$ cat src/rtl/alu_seq.sv
// alu_seq: registered WIDTH-bit ALU with valid/ready handshake, iterative shifts and a persistent {carry, zero} flag register
module alu_seq #(
  parameter int WIDTH = 16
) (
  input  logic             clk,
  input  logic             rst,
  input  logic             in_valid,
  output logic             in_ready,
  input  logic [2:0]       alu_op,
  input  logic [WIDTH-1:0] data_a,
  input  logic [WIDTH-1:0] data_b,
  output logic             out_valid,
  input  logic             out_ready,
  output logic [WIDTH-1:0] result,
  output logic [1:0]       flags,
  output logic             busy
);
  localparam int SW = $clog2(WIDTH);
  typedef enum logic [1:0] {IDLE, EXEC, DONE} state_t;
  state_t           state_q;
  logic [WIDTH-1:0] result_q, work_q, res_d, sh_d;
  logic [1:0]       flags_q, flg_d;
  logic [SW-1:0]    cnt_q, amt;
  logic             shr_q, sh_out, is_shift;
  logic [WIDTH:0]   sum;
  assign amt       = data_b[SW-1:0];
  assign sum       = {1'b0, data_a} + {1'b0, data_b};
  assign is_shift  = alu_op == 3'b101 || alu_op == 3'b110;
  assign sh_d      = shr_q ? work_q >> 1 : work_q << 1;
  assign sh_out    = shr_q ? work_q[0] : work_q[WIDTH-1];
  assign in_ready  = state_q == IDLE;
  assign busy      = state_q != IDLE;
  assign out_valid = state_q == DONE;
  assign result    = result_q;
  assign flags     = flags_q;
  // Result of any op that completes on the accept edge, including zero-amount shifts
  always_comb begin
    res_d = '0;
    flg_d = flags_q;
    case (alu_op)
      3'b000: begin
        res_d = sum[WIDTH-1:0];
        flg_d = {sum[WIDTH], sum[WIDTH-1:0] == '0};
      end
      3'b001: res_d = ~(data_a & data_b);
      3'b010: flg_d[0] = data_a == data_b;
      3'b011: begin
        res_d    = sum[WIDTH-1:0];
        flg_d[0] = sum[WIDTH-1:0] == '0;
      end
      3'b100: begin
        res_d = data_a - data_b;
        flg_d = {data_a >= data_b, data_a == data_b};
      end
      3'b101, 3'b110: begin
        res_d    = data_a;
        flg_d[0] = data_a == '0;
      end
      default: ;
    endcase
  end
  always_ff @(posedge clk or posedge rst) begin
    if (rst) begin
      state_q  <= IDLE;
      result_q <= '0;
      flags_q  <= 2'b00;
      work_q   <= '0;
      cnt_q    <= '0;
      shr_q    <= 1'b0;
    end else begin
      case (state_q)
        IDLE: if (in_valid) begin
          work_q <= data_a;
          cnt_q  <= amt;
          shr_q  <= alu_op == 3'b110;
          if (is_shift && amt != '0) state_q <= EXEC;
          else begin
            state_q  <= DONE;
            result_q <= res_d;
            flags_q  <= flg_d;
          end
        end
        EXEC: begin
          work_q <= sh_d;
          cnt_q  <= cnt_q - 1'b1;
          if (cnt_q == SW'(1)) begin
            state_q  <= DONE;
            result_q <= sh_d;
            flags_q  <= {sh_out, sh_d == '0};
          end
        end
        DONE: if (out_ready) state_q <= IDLE;
        default: state_q <= IDLE;
      endcase
    end
  end
endmodule

$ cat config.mk
export PLATFORM = sky130hd
export DESIGN_NAME = alu_seq
export DESIGN_NICKNAME = d
export VERILOG_FILES = /design/src/rtl/alu_seq.sv
export SDC_FILE = /design/constraint.sdc
export NUM_CORES = 1
export LEC_CHECK = 0
export CORE_ASPECT_RATIO = 1.75
export CORE_MARGIN = 5
export CORE_UTILIZATION = 53
export DETAILED_ROUTE_END_ITERATION = 12
export PLACE_DENSITY = 0.77
export SLEW_MARGIN = 20
export SYNTH_ARGS = -nofsm -noshare
export SYNTH_HDL_FRONTEND = slang
export SYNTH_SLANG_ARGS = --single-unit
export TNS_END_PERCENT = 50
$ cat constraint.sdc
create_clock -name clk -period 4 [get_ports clk]
set_input_delay 1.2 -clock clk [delete_from_list [all_inputs] [get_ports clk]]
set_output_delay 1.2 -clock clk [all_outputs]
set_load 0.1 [all_outputs]
==> impl_metrics.env <==
export IMPL_drt_total_wl_um=18180
export IMPL_cts_clk_slew_worst_paths_ns=0.06
export IMPL_slew_viol_final=0
export IMPL_finalClockSkew_ns=0.003441
export IMPL_core_area_sq_mm=0.008979
export IMPL_start_util_pct=53.76
export IMPL_grt_overflow=0
export IMPL_final_antenna_net_count=0
export IMPL_nets=839
export IMPL_hold_buffers=0
export IMPL_port_buffers=59
export IMPL_ir_drop_uv=402.9
export IMPL_grt_pass1_wl_um=28580
export IMPL_layout_drive_gt1_share_pct=17.02
export IMPL_antenna_found_initial=0
export IMPL_hold_path_depth=2
export IMPL_fill_cells=774
export IMPL_syn_to_final_growth_pct=29.11
export IMPL_synth_edf_count=0
export IMPL_pre_cts_ws_ns=-0.09221
export IMPL_worst_path_max_fanout=5
export IMPL_min_delay_start="result[2]"
export IMPL_die_height_um=136.2
export IMPL_cts_tree="done"
export IMPL_async_reset_ff_share_pct=100.0
export IMPL_regToRegSetupSlack_ns=1.51
export IMPL_cts_htree_levels=2
export IMPL_fin_ws_ns=0.2127
export IMPL_min_path_type="flop to flop"
export IMPL_clock_path_buffers=2
export IMPL_synthesis_nets=720
export IMPL_synth_most_common_cell="a21oi_1"
export IMPL_synthTopCellsByArea="dfrtp_1 21%, ha_1 8.8%, a21oi_1 7.3%"
export IMPL_synthesis_area_sq_mm=0.004827
export IMPL_firstDrtPassIters=7
export IMPL_worstSkewPairLatency_ns=0.29
export IMPL_placed_cells=877
export IMPL_rsz0062_at_grt="no"
export IMPL_grt_pass1_vias=5570
export IMPL_yosysWarnings=0
export IMPL_reg2reg_to="result[11]"
export IMPL_status="completed"
export IMPL_vias=5674
export IMPL_syn_avg_cell_area_sq_um=7.484
export IMPL_die_w_um=82.14
export IMPL_power_mw=3.637
export IMPL_io_pins=60
export IMPL_period_share_pct=94.68
export IMPL_required_ns=4.21
export IMPL_p_per_area_mw_per_mm2=583.5
export IMPL_reg2reg_depth=8
export IMPL_fin_crit_ns=3.787
export IMPL_synth_top_cell_area_share_pct=21.25
export IMPL_critPathKind="primary input to flop"
export IMPL_postCtsSetupRepairBufs=0
export IMPL_cp_cell_sequence="clkdlybuf4s50_1, buf_4, fa_1, nand2b_4, a2111oi_4, a2111oi_0, a2bb2oi_1, nand4_1, nor4_1, nand4b_1, a21oi_1"
export IMPL_cts_repair_resized=0
export IMPL_power_leakage_nw=2.691
export IMPL_clkSinkCount=41
export IMPL_endpoint_kind="flop"
export IMPL_dp_hpwl_um=14980
export IMPL_setup_viol=0
export IMPL_slew_headroom_pct=33.79
export IMPL_grt_total_usage_pct=33.50
export IMPL_diodes=0
export IMPL_hold_path_endpoint="result[2]"
export IMPL_worst_r2r_startpoint="state_q[0]"
export IMPL_wl_per_cell_um=20.56
export IMPL_die_area_sq_mm=0.01119
export IMPL_yosys_area_top_type="dfrtp_1"
export IMPL_fp_row_count=46
export IMPL_drt_iter0_markers=638
export IMPL_yosys_top_cells_count="70 x a21oi_1, 54 x nand2_1, 52 x nor2_1"
export IMPL_maxCapViolCount=0
export IMPL_fin_hold_ws_ns=0.4774
export IMPL_max_freq_ghz=0.2640
export IMPL_cp_startpoint="data_a[1]"
export IMPL_ys_ff_latch=41
export IMPL_cpMaxStageDelayCell="clkdlybuf4s50_1"
export IMPL_final_cells=884
export IMPL_drc=0
export IMPL_start_kind="primary input"
export IMPL_worst_slew_pin_transition_ns=0.9901
export IMPL_hold_viol=0
export IMPL_grt_max_degree=42
export IMPL_place_gp_congestion=1.050
export IMPL_slowest_delay_ns=0.50
export IMPL_via_per_inst=6.419
export IMPL_crit_arrival_ns=4.00
export IMPL_yosysSeqAreaShare_pct=21.25
export IMPL_synth_cells=645
export IMPL_synth_top_flop_cell="dfrtp_1"
export IMPL_synth_cell_type_count=81
export IMPL_tritoncts_num_buffers=5
export IMPL_root_buffer="clkbuf_16"
stage by stage:
| step | cell area, sq um | setup TNS, ns | utilization [%] |
|---|---|---|---|
| finish | 6232 | 0 | 69.41 |
| global route | 6232 | 0 | 69.41 |
| CTS | 6232 | 0 | 69.41 |
| detailed placement | 6072 | -0.1451 | 67.63 |
| global placement | 6072 | -0.02004 | 67.63 |
| floorplan | 4827 | 0 | - |
metal layers:
layer | global-route usage, % | vias to the layer above | part of all wire, %
li1 | - | 2606 | -
met1 | 35.99 | 2641 | 35
met2 | 59.50 | 323 | 52
met3 | 3.647 | 104 | 5.8
met4 | 22.37 | 0 | 7.8
met5 | 0 | - | 0
cells in the final DEF, fill, tap and decap left out, types with 8 or more instances in the layout:
cell	n
ha_1	34
nor2b_1	16
dfrtp_1	41
inv_1	38
xnor2_1	13
clkdlybuf4s50_1	55
mux2i_1	16
o21ai_0	50
a31oi_1	9
nand2b_1	11
nand4_1	9
buf_4	98
nor2_1	52
o22ai_1	8
nor3_1	24
a21oi_1	70
nand3_1	13
nand2_1	54
flip-flops by register name, indices dropped and copies added, names as in the netlist:
name and count:
result 16, work_q 16, cnt_q 4, flags 2, state_q 2, shr_q 1
how the worst max path moves through the flow:
stage | slack, ns | cells after the start | endpoint
floorplan | 0.55 | 3 | in_ready
global placement | -0.02 | 10 | result[15]
detailed placement | -0.09 | 11 | flags[0]
CTS | 0.20 | 11 | flags[0]
global route | 0.02 | 11 | flags[0]
finish | 0.21 | 11 | flags[0]
power breakdown:
group | switching (mW) | internal, mW
clock | 0.169 | 0.290
sequential | 0.245 | 0.612
combinational | 1.58 | 0.744
total | 1.99 | 1.65
cell families after synthesis:
group,share of synthesized area [%]
xor gates and xnor gates,3.240
muxes,3.784
adders and majority gates,9.642
buffers and inverters,7.232
AOI/OAI and AO/OA,32.53
and+or+nand+nor,22.32
DFF,21.25
worst max-delay path: cells and delay by family:
family / cells / cell delay [ns]
compound gates: 4 / 1.00
buf+inv: 2 / 0.69
simple gates: 4 / 0.62
fa+ha+maj: 1 / 0.49
cell type report:
type | count | area, sq um | area share (%)
inverters | 42 | 157.7 | 2.530
flip-flops and latches | 41 | 1026 | 16.46
multi-input cells | 521 | 3452 | 55.39
clock inverters | 2 | 35.03 | 0.5621
repair buffers | 153 | 1286 | 20.64
well taps | 120 | 150.1 | 2.409
clock buffers | 5 | 125.1 | 2.008
(Power assumes the default switching activity.)
